### config.mk
export PLATFORM = sky130hd
export DESIGN_NAME = booth_radix4_multiplier
export DESIGN_NICKNAME = d
export VERILOG_FILES = /design/src/rtl/booth_radix4_multiplier.sv
export SDC_FILE = /design/constraint.sdc
export NUM_CORES = 1
export LEC_CHECK = 0
export BUFFER_PORTS_ARGS = -buffer_cell sky130_fd_sc_hd__buf_4
export CORE_UTILIZATION = 41
export CTS_CLUSTER_SIZE = 28
export DETAILED_ROUTE_END_ITERATION = 10
export GPL_TIMING_DRIVEN = 0
export HOLD_SLACK_MARGIN = 0.1
export PLACE_DENSITY_LB_ADDON = 0.08
export SLEW_MARGIN = 20
export SYNTH_ARGS = -nofsm -noshare
export SYNTH_HDL_FRONTEND = slang
export SYNTH_SLANG_ARGS = --single-unit
### constraint.sdc
create_clock -name clk -period 4.2 [get_ports clk]
set_input_delay 0.63 -clock clk [delete_from_list [all_inputs] [get_ports clk]]
set_output_delay 0.63 -clock clk [all_outputs]
set_load 0.03 [all_outputs]
### src/rtl/booth_radix4_multiplier.sv
// Radix-4 Booth sequential multiplier, signed or unsigned WIDTH x WIDTH -> 2*WIDTH.
// Latency: WIDTH/2+1 RUN cycles after the accepting edge; done pulses the cycle after.
// Backpressure: start is ignored while busy; a start in the done cycle chains back-to-back.
module booth_radix4_multiplier #(
  parameter int WIDTH = 8
) (
  input  logic               clk,
  input  logic               rst,
  input  logic               start,
  input  logic               signed_mode,
  input  logic [WIDTH-1:0]   multiplicand,
  input  logic [WIDTH-1:0]   multiplier,
  output logic [2*WIDTH-1:0] product,
  output logic               busy,
  output logic               done
);

  // Operands carry two extra bits so unsigned values stay positive under Booth recoding.
  localparam int E     = WIDTH + 2;
  localparam int N     = WIDTH / 2 + 1;
  localparam int CNT_W = $clog2(N + 1);

  typedef enum logic [1:0] {IDLE, RUN, FINISH} state_t;

  state_t             state_q, state_d;
  logic [CNT_W-1:0]   cnt_q, cnt_d;
  logic [E:0]         acc_q, acc_d;
  logic [E-1:0]       q_q, q_d;
  logic [E-1:0]       m_q, m_d;
  logic               qm1_q, qm1_d;
  logic [2*WIDTH-1:0] prod_q, prod_d;

  logic               accept;
  logic               last_iter;
  logic [2:0]         win;
  logic [E:0]         m_ext;
  logic [E:0]         term;
  logic [E:0]         sum;
  logic [E:0]         acc_sh;
  logic [E-1:0]       q_sh;
  logic               ext_m;
  logic               ext_q;

  assign product = prod_q;

  // State register.
  always_ff @(posedge clk) begin
    if (rst) begin
      state_q <= IDLE;
    end else begin
      state_q <= state_d;
    end
  end

  // Next-state logic and status outputs.
  always_comb begin
    state_d = state_q;
    busy    = 1'b0;
    done    = 1'b0;
    case (state_q)
      IDLE: begin
        if (start) state_d = RUN;
      end
      RUN: begin
        busy = 1'b1;
        if (last_iter) state_d = FINISH;
      end
      FINISH: begin
        done    = 1'b1;
        state_d = start ? RUN : IDLE;
      end
      default: state_d = IDLE;
    endcase
  end

  // Booth recoding of the current window and the add/shift step.
  always_comb begin
    accept    = start && (state_q != RUN);
    last_iter = (cnt_q == CNT_W'(N - 1));
    win       = {q_q[1:0], qm1_q};
    m_ext     = {m_q[E-1], m_q};
    case (win)
      3'b001, 3'b010: term = m_ext;
      3'b011:         term = m_ext << 1;
      3'b100:         term = -(m_ext << 1);
      3'b101, 3'b110: term = -m_ext;
      default:        term = '0;
    endcase
    sum    = acc_q + term;
    acc_sh = {{2{sum[E]}}, sum[E:2]};
    q_sh   = {sum[1:0], q_q[E-1:2]};
    ext_m  = signed_mode & multiplicand[WIDTH-1];
    ext_q  = signed_mode & multiplier[WIDTH-1];
  end

  // Datapath next-state: capture on accept, iterate in RUN, load product on the last step.
  always_comb begin
    acc_d  = acc_q;
    q_d    = q_q;
    m_d    = m_q;
    qm1_d  = qm1_q;
    cnt_d  = cnt_q;
    prod_d = prod_q;
    if (accept) begin
      m_d   = {{2{ext_m}}, multiplicand};
      q_d   = {{2{ext_q}}, multiplier};
      acc_d = '0;
      qm1_d = 1'b0;
      cnt_d = '0;
    end else if (state_q == RUN) begin
      acc_d = acc_sh;
      q_d   = q_sh;
      qm1_d = q_q[1];
      cnt_d = cnt_q + CNT_W'(1);
      if (last_iter) prod_d = {acc_sh[2*WIDTH-E-1:0], q_sh};
    end
  end

  // Datapath registers.
  always_ff @(posedge clk) begin
    if (rst) begin
      acc_q  <= '0;
      q_q    <= '0;
      m_q    <= '0;
      qm1_q  <= 1'b0;
      cnt_q  <= '0;
      prod_q <= '0;
    end else begin
      acc_q  <= acc_d;
      q_q    <= q_d;
      m_q    <= m_d;
      qm1_q  <= qm1_d;
      cnt_q  <= cnt_d;
      prod_q <= prod_d;
    end
  end

endmodule

Word-level counts from Yosys, hierarchy flattened. Cells that the tools add are included.

Register bits after elaboration: 50. Input bits: 20. Output and inout bits: 18.

Add/subtract/negate cells: 4. Equal/unequal tests: 12. Mux-type cells: 9. Bitwise operators: 3. Reductions and logical operators: 8.

Operators with widths (number): 11-bit case mux with 4 select lines (1); 11-bit negator (2); 10-bit two-way mux (2); 3-bit == test (second input constant) (4); 11-bit adder (1); 3-bit by 2-bit == test with 1-bit output (second input constant) (2); 2-bit case mux with 3 select lines (1); 2-bit OR reduction (3); 2-bit two-way mux (2); 2-bit inequality test (second input constant) (2); 3-bit by 1-bit adder with 3-bit output (second input constant) (1); 3-bit by 1-bit == test with 1-bit output (second input constant) (1); 1-bit two-way mux (3); 3-bit AND reduction (1); 1-bit AND (2); 2-bit by 1-bit == test with 1-bit output (second input constant) (1); 2-bit == test (second input constant) (1); 2-bit logical NOT (1); 2-bit by 1-bit inequality test with 1-bit output (second input constant) (1); 2-bit AND reduction (1); 2-bit nonzero test (1); 1-bit logical AND (1); 1-bit NOT (1).

Longest topological paths before layout. Gate-level depths: netlist of run 1.

Depth in word-level cells: 6. Depth in mapped cells: 17. Gate-level depth less buffers: 16.

Worst setup path after synthesis of run 1. OpenSTA, ideal clock, no wires.

Path type: register to register. From: reg m_q[0]. To: reg, netlist name acc_q[8]. Setup time: 67 ps. Arrival: 3092 ps. Required time: 4133 ps. Setup slack: 1040 ps. Stages on the path, launching flop included: 16. Period minus slack after synthesis: 3160 ps. Cells stage by stage: dfxtp_1 > inv_1 > ha_1 > nor3b_1 > nand2_1 > xnor2_1 > a2bb2oi_1 > a21oi_1 > ha_1 > a211oi_1 > nor2_1 > nor3_1 > a21oi_1 > xor2_1 > or3_1 > a21oi_2.

Word-level cells in the longest chain between the ends: 3. Elaborated cells between the ends (all ways): 4. Those cells by class: add/sub: 3; mux: 1.

Ends and longest elaborated chain: start, declared (line 29) `logic [E-1:0] m_q, m_d;`; start signal, assigned (line 131) `m_q <= m_d;`; 11-bit negator, on equally long branches (line 86, 85); 11-bit case mux with 4 select lines (*) (line 82) `case (win)`; 11-bit adder (*) (line 89) `sum = acc_q + term;`.

Mark *: on every way between the ends. The rest lies on a longest branch, timed or not. A chain may end at the register's enable or synchronous reset.

Final worst setup path of run 1.
From: reg m_q[1]. To: reg, netlist name acc_q[8].

Word-level cells in the longest chain between the ends: 3. Elaborated cells between the ends (all ways): 4. Those cells by class: add/sub: 3; mux: 1.

Ends and longest elaborated chain (line): 11-bit negator, on equally long branches (86, 85); 11-bit case mux with 4 select lines (*) (82); 11-bit adder (*) (89).

Marks and branches as above.

==> impl_metrics.ini, run 1 <==
[logic_synthesis]
yosysUniqueCellTypes = 49
synth_cells = 381
synth-edff-count = 0
syn-num-nets = 415
synth_warnings = 0
async_flop_share = 0
syn_area_mm2 = 0.002879
postSynthAreaPerCell_um2 = 7.556
synth-seq-cells = 50
synthFlopType = dfxtp_1
synth-seq-area-share = 0.3477

[finish]
drive_above_1_share = 0.1271
multi_input_area_mm2 = 0.001712
num-fill-cells = 685
area_growth_pct = 17.77
final_cells = 521
num_antenna_cells = 0
fin_nets = 458
seqCellArea_mm2 = 0.001001

[clock_tree]
clk_pin_slew_ns = 0.10
hold_buffers = 0
cts_root_buf = clkbuf_8
clk-insertion-delay-late_ns = 0.31
post_cts_buffers = 0
numCtsBuffers = 5
cts_resized = 0
htree_levels = 2
cts_buffer_depth = 2
clock_sinks = 50
tritoncts = built

[pwr]
leakagePower_nw = 1.369
power_w = 0.001118
power_density_mw_per_mm2 = 329.6
ir_drop_v = 0.0001719

[sta]
relSlewSlack = 0.4598
rsz0062_at_grt = false
finalCritPeriodShare = 0.8925
worstMarginPinSlew_ns = 0.8086
setup_viol = 0
fin_crit_ns = 3.748
hold_viol = 0
setup_slack_ns = 0.4516
slew_violations = 0
max_freq_ghz = 0.2668
clock_skew_ns = 0.01047
tns_ns = 0

[worst_setup_path]
timing.rr.end = acc_q[8]$_SDFFE_PP0P_
required_ns = 4.44
r2r_slack_ns = 0.45
start_kind = flop
end_kind = flop
timing.rr.start = m_q[1]$_SDFFE_PP0P_
crit_fanout = 7
worstPathArrival_ns = 3.99
path_class = reg2reg
ff2ff_path_depth = 15

[global_routing]
grt_max_degree = 17
grt_pass1_wl_um = 12050
grt_pass1_vias = 2427
antenna_found_initial = 0
track_usage = 0.2074
overflow = 0

[min_path]
hold_start = product[2]$_SDFFE_PP0P_
whs_path_depth = 2
hold_class = reg2reg
whs_endpoint = product[2]$_SDFFE_PP0P_

[floorplan]
die_h_um = 85.80
start_util = 0.4238
fp.dieW_um = 85.80
core_area_mm2 = 0.006794
io_pins = 38
dieArea_mm2 = 0.007361
rows = 30

[placed_design]
pre_cts_slack_ns = 0.5686
gp_congestion = 0.8817
dp.final_hpwl_um = 5448
portBuffers = 36
dp.cells = 513

[route]
ant_nets = 0
drtIter0Drc = 135
routedWlPerCell_um = 13.91
via_count = 2712
drcViolationCount = 0
totalWireLength_um = 7246
first_pass_iters = 4
viasPerCell = 5.205

[run_status]
status = finished, final reports clean

[job]
cap_violations = 0
report_power, final:
group | switching (W) | leakage [nW] | total [W] | internal (W)
registers | 0.0000167 | 0.407 | 0.000509 | 0.000493
clock network | 0.000173 | 0.0618 | 0.000369 | 0.000196
logic | 0.000142 | 0.900 | 0.000240 | 0.0000972
total | 0.000332 | 1.37 | 0.00112 | 0.000786
synthesized netlist by cell type (all sizes together), types with 5 or more instances:
cell type,n,area (um^2)
nand2b,5,31.28
buf,9,57.56
xnor2,13,113.9
inv,11,41.29
nand2,81,304.0
a21oi,52,264.0
a211oi,10,75.07
mux2i,9,90.09
o21ai,14,70.07
ha,13,162.7
nor3,6,30.03
dfxtp,50,1001
nor2,32,120.1
a21o,5,37.54
nand3,8,40.04
clkbuf,17,63.81
metal layers:
layer	global-route usage	share of wire	wire, um	vias to the layer above
met2	0.3273	0.45	3291	75
met4	0.05455	0.0084	61	0
li1	-	-	-	1401
met3	0.03176	0.047	337	5
met5	0	0	0	-
met1	0.2954	0.49	3556	1231
worst max-delay path: stages (launching register included):
cell and delay (ns):
dfxtp_1 0.37, inv_1 0.07, ha_1 0.23, nor3b_1 0.69
nand2_1 0.18, xnor2_1 0.24, a2bb2oi_1 0.19, a21oi_1 0.10
ha_1 0.37, a211oi_1 0.28, nor2_1 0.08, nor3_1 0.14
a21oi_1 0.10, xor2_1 0.17, or3_1 0.33, a21oi_2 0.14
state kept, by name (all words and copies together), names as in the netlist:
signal / cells
m_q: 9
qm1_q: 1
q_q: 10
state_q: 2
product: 16
cnt_q: 3
acc_q: 9
cell type report:
cell class	count	area share
repair buffers	36	0.07970
plain buffers	26	0.03579
clock buffers	6	0.02435
flip-flops and latches	50	0.2952
well taps	96	0.03542
multi-input cells	293	0.5048
inverters	12	0.01328
clock inverters	2	0.01144
cell usage in the layout, fill, tap and decap left out, drive strengths merged, types with 2 or more instances in the layout:
| master | Yosys | final |
|---|---|---|
| buf | 9 | 45 |
| o21a | 4 | 4 |
| nor2 | 32 | 32 |
| and2 | 2 | 2 |
| ha | 13 | 13 |
| nand4 | 2 | 2 |
| nand2 | 81 | 81 |
| or4 | 2 | 2 |
| o21ai | 14 | 14 |
| or3 | 3 | 3 |
| dfxtp | 50 | 50 |
| xor2 | 4 | 4 |
| nand3 | 8 | 8 |
| inv | 11 | 12 |
| o221ai | 2 | 2 |
| nand2b | 5 | 5 |
| nor4 | 3 | 3 |
| clkbuf | 17 | 23 |
| a21oi | 52 | 52 |
| a221oi | 3 | 3 |
| nor2b | 4 | 4 |
| a22oi | 2 | 2 |
| xnor2 | 13 | 13 |
| a211oi | 10 | 10 |
| a21o | 5 | 5 |
| mux2i | 9 | 9 |
| nor3 | 6 | 6 |
metrics by stage:
step,area [um^2],hold WS (ns),util
5_1_grt,3391,0.4813,0.4991
6_report,3391,0.4596,0.4991
3_5_place_dp,3269,0.4485,0.4812
3_3_place_gp,3269,0.4436,0.4812
4_1_cts,3391,0.4622,0.4991
2_1_floorplan,2879,0.4362,-
worst max path at each step:
stage	cells after the start	to	slack (ns)	from
6_report	15	acc_q[8]$_SDFFE_PP0P_	0.45	m_q[1]$_SDFFE_PP0P_
5_1_grt	15	acc_q[8]$_SDFFE_PP0P_	0.15	m_q[0]$_SDFFE_PP0P_
4_1_cts	15	acc_q[8]$_SDFFE_PP0P_	0.52	m_q[0]$_SDFFE_PP0P_
3_5_place_dp	15	acc_q[8]$_SDFFE_PP0P_	0.57	m_q[0]$_SDFFE_PP0P_
3_3_place_gp	15	acc_q[8]$_SDFFE_PP0P_	0.55	m_q[0]$_SDFFE_PP0P_
2_1_floorplan	15	acc_q[8]$_SDFFE_PP0P_	1.04	m_q[0]$_SDFFE_PP0P_
cell families (layout without fill, tap and decap cells):
logic type / Yosys count / after routing / synth area share
AOI/OAI and AO/OA: 101 / 101 / 0.2130
xor gates and xnor gates: 17 / 17 / 0.05172
adders and majority gates: 14 / 14 / 0.06345
buffers and inverters: 38 / 82 / 0.05780
DFF: 50 / 50 / 0.3477
muxes: 9 / 9 / 0.03129
and+or+nand+nor: 152 / 152 / 0.2351
Power figures use the tool's default switching activity.
==> inputs of run 2 (changes only) <==
Settings changed: PLACE_DENSITY from default to 0.64, PLACE_DENSITY_LB_ADDON 0.08 to default.
==> run 2 against run 1 <==
Compared with the run above: the run now ends with DRC left; clock power is 24% lower; cell area is 1.1% lower; first-iteration DRC count is 3.7% higher; sequential cell count stayed put; via count is 0.88% lower; clock-buffer cell count is 1 lower; worst setup slack worse by 0.016 ns; critical path type unchanged.
==> impl_metrics.ini, run 2 (synthesis gave the netlist of run 1 again) <==
[clock_tree]
hold_buffers = 0
clk_pin_slew_ns = 0.10
clk-insertion-delay-late_ns = 0.31
cts_buffer_depth = 2
tritoncts = built
post_cts_buffers = 0
cts_resized = 0
clock_sinks = 50
htree_levels = 2
numCtsBuffers = 5
cts_root_buf = clkbuf_8

[sta]
rsz0062_at_grt = false
holdWs_ns = 0.4602
max_freq_ghz = 0.2656
tns_ns = 0
hold_viol = 0
worstMarginPinSlew_ns = 0.8463
setup_viol = 0
relSlewSlack = 0.4346
finalCritPeriodShare = 0.8964
fin_crit_ns = 3.765
clock_skew_ns = 0.01041
slew_violations = 0

[worst_setup_path]
ff2ff_path_depth = 15
timing.rr.start = m_q[0]$_SDFFE_PP0P_
crit_fanout = 7
start_kind = flop
required_ns = 4.44
path_class = reg2reg
worstPathArrival_ns = 4.01
r2r_slack_ns = 0.44
timing.rr.end = acc_q[8]$_SDFFE_PP0P_
end_kind = flop

[floorplan]
io_pins = 38
start_util = 0.4238
fp.dieW_um = 85.80
core_area_mm2 = 0.006794
die_h_um = 85.80
rows = 30
dieArea_mm2 = 0.007361

[global_routing]
grt_pass1_wl_um = 12020
use_met1 = 0.2857
antenna_found_initial = 0
track_usage = 0.2080
grt_util_met2 = 0.3200
overflow = 0
met3_usage = 0.04716
busiest_layer = met2
grt_pass1_vias = 2490
grt_max_degree = 16

[run_status]
status = finished, violations left
violations = DRC

[finish]
largest_reg_flops = 16
num_antenna_cells = 0
layout_common_cells = nand2_1, a21oi_1, dfxtp_1
drive_above_1_share = 0.1250
area_growth_pct = 16.43
num-fill-cells = 700
fin_nets = 458
multi_input_area_mm2 = 0.001712
seqCellArea_mm2 = 0.001001
layout_commonest_cell = nand2_1

[min_path]
hold_class = reg2reg
hold_start = product[2]$_SDFFE_PP0P_
whs_endpoint = product[2]$_SDFFE_PP0P_
whs_path_depth = 2

[route]
drcViolationCount = 1
first_pass_iters = 7
totalWireLength_um = 7245
ant_nets = 0
routedWlPerCell_um = 13.93
via_count = 2688
drtIter0Drc = 140
viasPerCell = 5.169

[placed_design]
portBuffers = 36
dp.final_hpwl_um = 5423
gp_congestion = 0.8693

[job]
cap_violations = 0

[pwr]
leakagePower_nw = 1.352
ir_drop_v = 0.0001710
power_w = 0.001033
power_density_mw_per_mm2 = 308.2
[run 2: changes by cell type in the layout (fill, tap and decap cells not counted)]
cell       before  now
clkinv_2        0    1
clkbuf_8        6    5
bufinv_16       1    0
[run 2: worst max path at each step]
stage | cells after the start | end | start | slack [ns]
after CTS | 15 | acc_q[8]$_SDFFE_PP0P_ | m_q[0]$_SDFFE_PP0P_ | 0.47
after global routing | 15 | acc_q[8]$_SDFFE_PP0P_ | m_q[0]$_SDFFE_PP0P_ | 0.01
final | 15 | acc_q[8]$_SDFFE_PP0P_ | m_q[0]$_SDFFE_PP0P_ | 0.44
after global placement | 15 | acc_q[8]$_SDFFE_PP0P_ | m_q[0]$_SDFFE_PP0P_ | 0.51
after floorplan | 15 | acc_q[8]$_SDFFE_PP0P_ | m_q[0]$_SDFFE_PP0P_ | 1.04
after detailed placement | 15 | acc_q[8]$_SDFFE_PP0P_ | m_q[0]$_SDFFE_PP0P_ | 0.48
[run 2: where the power goes]
group / internal (W) / switching, W
clock network: 0.000115 / 0.000166
registers: 0.000492 / 0.0000172
logic: 0.0000973 / 0.000145
[run 2: metal layers]
layer	share of wire	wire (um)
met1	0.50	3598
met2	0.45	3281
met3	0.032	233
met4	0.018	132
met5	0	0
[run 2: critical path, cell delays in order, from the launching register on]
cell and delay (ns):
dfxtp_1 0.36, inv_1 0.09, ha_1 0.23, nor3b_1 0.72
nand2_1 0.15, xnor2_1 0.27, a2bb2oi_1 0.18, a21oi_1 0.10
ha_1 0.39, a211oi_1 0.26, nor2_1 0.07, nor3_1 0.14
a21oi_1 0.10, xor2_1 0.17, or3_1 0.33, a21oi_2 0.14
[run 2: per-stage QoR]
| step | util | worst slack (ns) | std cells | cell area (um^2) |
|---|---|---|---|---|
| after floorplan | - | 1.040 | 381 | 2879 |
| after global placement | 0.4812 | 0.5132 | 513 | 3269 |
| after detailed placement | 0.4812 | 0.4820 | 513 | 3269 |
| after CTS | 0.4934 | 0.4692 | 520 | 3352 |
| after global routing | 0.4934 | 0.01469 | 520 | 3352 |
| final | 0.4934 | 0.4352 | 520 | 3352 |
[run 2: layout make-up]
cell class / instances / area share
timing repair buffer: 36 / 0.08063
buffer: 26 / 0.03621
clock buffer: 5 / 0.02053
multi-input combinational: 293 / 0.5106
sequential: 50 / 0.2986
inverter: 12 / 0.01344
tap: 96 / 0.03583
clock inverter: 2 / 0.004106
